===== config.mk =====
export PLATFORM = sky130hd
export DESIGN_NAME = debouncer
export DESIGN_NICKNAME = d
export VERILOG_FILES = /design/src/rtl/debouncer.sv
export SDC_FILE = /design/constraint.sdc
export NUM_CORES = 1
export LEC_CHECK = 0
export ABC_AREA = 1
export BUFFER_PORTS_ARGS = -buffer_cell sky130_fd_sc_hd__buf_2
export CORE_AREA = 10 10 47 49
export DETAILED_ROUTE_END_ITERATION = 8
export DIE_AREA = 0 0 57 59
export PLACE_DENSITY = 0.5
export SLEW_MARGIN = 10
export SYNTH_ARGS = -nofsm -noshare
export SYNTH_HDL_FRONTEND = slang
export SYNTH_SLANG_ARGS = --single-unit

===== constraint.sdc =====
create_clock -name aclk -period 2.9 [get_ports aclk]
set_input_delay 0.145 -clock aclk [delete_from_list [all_inputs] [get_ports aclk]]
set_output_delay 0.145 -clock aclk [all_outputs]
set_load 0.05 [all_outputs]

===== src/rtl/debouncer.sv =====
// Button debouncer: two-flop resynchroniser followed by a stability counter.
// The output changes only after the synchronised input differs from it for DEB_TIME cycles.
module debouncer #(
  parameter int unsigned DEB_TIME = 100
) (
  input  logic aclk,
  input  logic srst,
  input  logic button,
  output logic button_debounced
);

  localparam int unsigned CNT_W = $clog2(DEB_TIME + 1);
  localparam logic [CNT_W-1:0] CNT_LAST = CNT_W'(DEB_TIME - 1);

  logic             button_meta;
  logic             button_sync;
  logic [CNT_W-1:0] cnt;

  // Plain two-stage synchroniser, nothing between the stages.
  always_ff @(posedge aclk) begin
    if (srst) begin
      button_meta <= 1'b0;
      button_sync <= 1'b0;
    end else begin
      button_meta <= button;
      button_sync <= button_meta;
    end
  end

  // Any cycle of agreement restarts the window; output flips when the window fills.
  always_ff @(posedge aclk) begin
    if (srst) begin
      cnt              <= '0;
      button_debounced <= 1'b0;
    end else if (button_sync == button_debounced) begin
      cnt <= '0;
    end else if (cnt == CNT_LAST) begin
      cnt              <= '0;
      button_debounced <= button_sync;
    end else begin
      cnt <= cnt + CNT_W'(1);
    end
  end

endmodule


==> Word level (Yosys, flattened, before mapping) <==
Cells that the tools add are included.
{ "totals": {"regBits": 10, "input_bits": 3, "output_inout_bits": 1, "word_cells": 10} }
{ "classes": {"add_sub_neg": 1, "eq_ne": 2, "n_bitwise": 1, "n_reduce_logical": 2} }
{ "ops": {"columns": ["op", "n"], "rows": [
  ["$add A7 B1 Y7 const B", 1],
  ["$eq A7 B7 Y1 const B", 1],
  ["$reduce_or A3 Y1", 1],
  ["$reduce_and A2 Y1", 1],
  ["$eq A1 B1 Y1", 1],
  ["$not A1 Y1", 1]
]} }

==> Depth between registers and ports, before layout <==
{ "logic_depth": {"word_depth": 3, "depth_mapped": 6, "ltp_nobuf": 6} }

==> Worst setup path after synthesis <==
No wires, ideal clock.
{ "synth_path": {"path_kind": "flip-flop to flip-flop", "start": "register button_debounced", "end": "register cnt[4]", "setup_time_ps": 66, "arrival_time_ps": 1127, "required_time_ps": 2834, "setup_slack_ps": 1707, "stages_incl_launch_ff": 5, "path_buffers": 0, "synth_period_minus_slack_ps": 1193, "cell_sequence": "dfxtp_1 > nor2_1 > nor2_4 > nand2_4 > a21oi_2"} }
{ "synth_between": {"elab_chain_cells": 2} }
{ "synth_rtl": {"columns": ["element", "line_no", "source"], "rows": [
  ["from (decl)", "9", "output logic button_debounced"],
  ["from (signal assigned)", "39", "button_debounced <= button_sync;"],
  ["$eq A1 B1 Y1", "35", "end else if (button_sync == button_debounced) begin"],
  ["$reduce_or A3 Y1 (no line)", null, null],
  ["to (signal assigned)", "41", "cnt <= cnt + CNT_W'(1);"],
  ["to (decl)", "17", "logic [CNT_W-1:0] cnt;"]
]} }
No other way between the ends.
A chain may end at the register's enable or synchronous reset.

==> Worst setup path in the final report <==
{ "layout_path": {"start": "register cnt[0]", "end": "register cnt[4]"} }
{ "layout_between": {"elab_chain_cells": 2, "elab_cells_between_ends": 3, "classes_between": "1 x add/sub; 1 x eq/ne; 1 x reduce/logical"} }
{ "layout_rtl": {"columns": ["element"], "rows": [
  ["branches (longest 2 deep; another with $add A7 B1 Y7)"]
]} }
Parallel ways; which one is timed is not known.

==> impl_results.md <==
- Status: completed
- FF+latch area: 200.2 um^2
- Pwr Density: 497.4 mW/mm^2
- Area Growth Syn to Fin: 14.88%
- Leak: 0.2025 nW
- YS warnings: 0
- Post-Syn Nets: 68
- Simple-gate share of the synthesized area: 0.3603
- Initial Utilization: 0.3420
- Diode count: 0
- Final hold violation count: 0
- Drt initial violations: 14
- Multi-input gate area: 230.2 um^2
- Wire per inst: 8.529 um
- Tcrit/Tclk final: 0.3864
- Routed Antenna Nets: 0
- Die Height: 59 um
- Crit path time final: 1121 ps
- Synth Instances: 64
- Total Power: 0.2738 mW
- Adder-cell share of the synthesized area: 0.02611
- Gpl congestion: 0.6984
- # setup viols final: 0
- Max Slew Vio Count: 0
- Cts repair resizes: 0
- Post-CTS Setup Bufs: 0
- Vias in the first global route: 361
- Largest family of logic cells by synthesized area: simple AND/OR/NAND/NOR gates
- Wirelength, routed: 742 um
- Setup crit start kind: register
- GRT overflow: 0
- Measured slew at the worst slew-check pin: 244.7 ps
- Critical path type: register to register
- Crit-path max FO: 6
- H-Tree Depth: 1
- Layout cells sized above 1: 0.2817
- CTS tree: yes
- Mapped Area: 479.2 um^2
- Worst-skew pair later-pin latency: 270 ps
- IO Pins: 4
- Required time of the critical path: 3060 ps
- Die width: 57 um
- XOR/XNOR share of the synthesized area: 0
- Post-synthesis sequential area ratio: 0.4178
- Post-cts hold buffer count: 0
- Post-route clock skew: 5.034 ps
- Rows: 14
- DR vias/cell: 4.264
- Die Area: 0.003363 mm^2
- Fmax: 892.4 MHz
- #FFs+latches synth: 10
- Worst Hold Class: input port to register
- Worst-case vdd ir drop: 265.6 uV
- Nets@finish: 76
- TNS Setup: 0 ps
- Initial antenna violation count: 0
- Fin worst setup slack: 1779 ps
- PortBufs: 3
- Unrepaired setup endpoints after global routing: no
- DRC Markers: 0
- CP endpoint kind: register
- Max clock buf depth: 2
- Pin count of the biggest net entering global routing: 7
- Commonest non-fill, non-tap cell in the layout: nand2_1
- Post-synthesis mux area share: 0
- Clock Sinks: 10
- All-layer global routing usage: 0.05709
- # fillers: 152
- Syn_area_per_cell: 7.488 um^2
- Commonest cells after routing, fill and taps aside: nand2_1 (12), inv_1 (10), nor2_1 (10), dfxtp_1 (10)
- Clock root buffer: clkbuf_4
- CTS buffer count: 3
- Area fraction in compound gates after synthesis: 0.09399
- Rel. slew slack: 0.8363
- Post-DP HPWL: 566.8 um
- Clock transition at path regs: 70 ps
- Yosys cell types: 17
- First-pass GRT wire length: 1469 um
- Vias: 371
- Post-Place Worst Slack: 1793 ps
- Max cap viols: 0
- CP arrival: 1280 ps
- Total core area: 0.001401 mm^2
- Drt first pass iters: 4
worst max-delay path, cell delays in order (launching register included):
cell and delay (ps):
dfxtp_1 360, ha_1 210, inv_1 70, nor2_1 110, nand3_2 100, nand2_4 130, a21oi_2 40
state kept, by name, indices dropped and copies added (netlist names):
signal,cells
button_sync,1
button_debounced,1
cnt,7
button_meta,1
cell type report:
cell class / count / share of cell area
Sequential cell: 10 / 0.3636
Clock buffer: 4 / 0.06591
Multi-Input combinational cell: 41 / 0.4182
Inverter: 13 / 0.08864
Tap cell: 16 / 0.03636
Timing Repair Buffer: 3 / 0.02727
synthesized netlist by cell type:
library cell  count  area [um^2]
a21oi_1           1        5.000
a21oi_2           4        35.03
clkinv_1          1        3.750
dfxtp_1          10        200.2
ha_1              1        12.51
inv_1            10        37.54
inv_2             2        7.510
nand2_1          12        45.04
nand2_2           1        6.260
nand2_4           1        11.26
nand3_1           4        20.02
nand3_2           1        10.01
nand3b_1          1        7.510
nor2_1           10        37.54
nor2_2            2        12.51
nor2_4            2        22.52
o21ai_0           1        5.000
layer usage:
| metal | global-route usage | part of all wire |
|---|---|---|
| met4 | 0.06040 | 0.049 |
| met5 | 0 | 0 |
| met2 | 0.07442 | 0.40 |
| met3 | 0.02790 | 0.054 |
| met1 | 0.06310 | 0.49 |
per-stage QoR:
stage	cell area, um^2	instances	hold WS [ps]	utilization
finish	550.5	87	63.83	0.3929
global route	550.5	87	59.00	0.3929
CTS	550.5	87	62.90	0.3929
detailed placement	514.2	83	353.4	0.3670
global placement	514.2	83	343.6	0.3670
floorplan	479.2	64	216.2	-
kinds of logic (layout without fill, tap and decap cells):
kind of cell    count (synthesis)  in the layout
compound gates                  6              6
simple gates                   34             34
flops                          10             10
fa+ha+maj                       1              1
buf+inv                        13             20
power by group:
group | internal [mW] | total, mW | switching [mW]
logic | 0.00314 | 0.00778 | 0.00464
clock network | 0.0763 | 0.126 | 0.0499
registers | 0.139 | 0.140 | 0.000863
path summary, 6_finish.rpt:
check,startpoint,end,slack (ps),depth (start not counted)
setup / recovery,cnt[0],cnt[4],1780,6
hold / removal,srst,button_meta,60,2
setup reg to reg,cnt[0],cnt[4],1780,6
hold reg to reg,button_meta,button_sync,400,2
No activity file was read; power rests on OpenSTA's default activity.
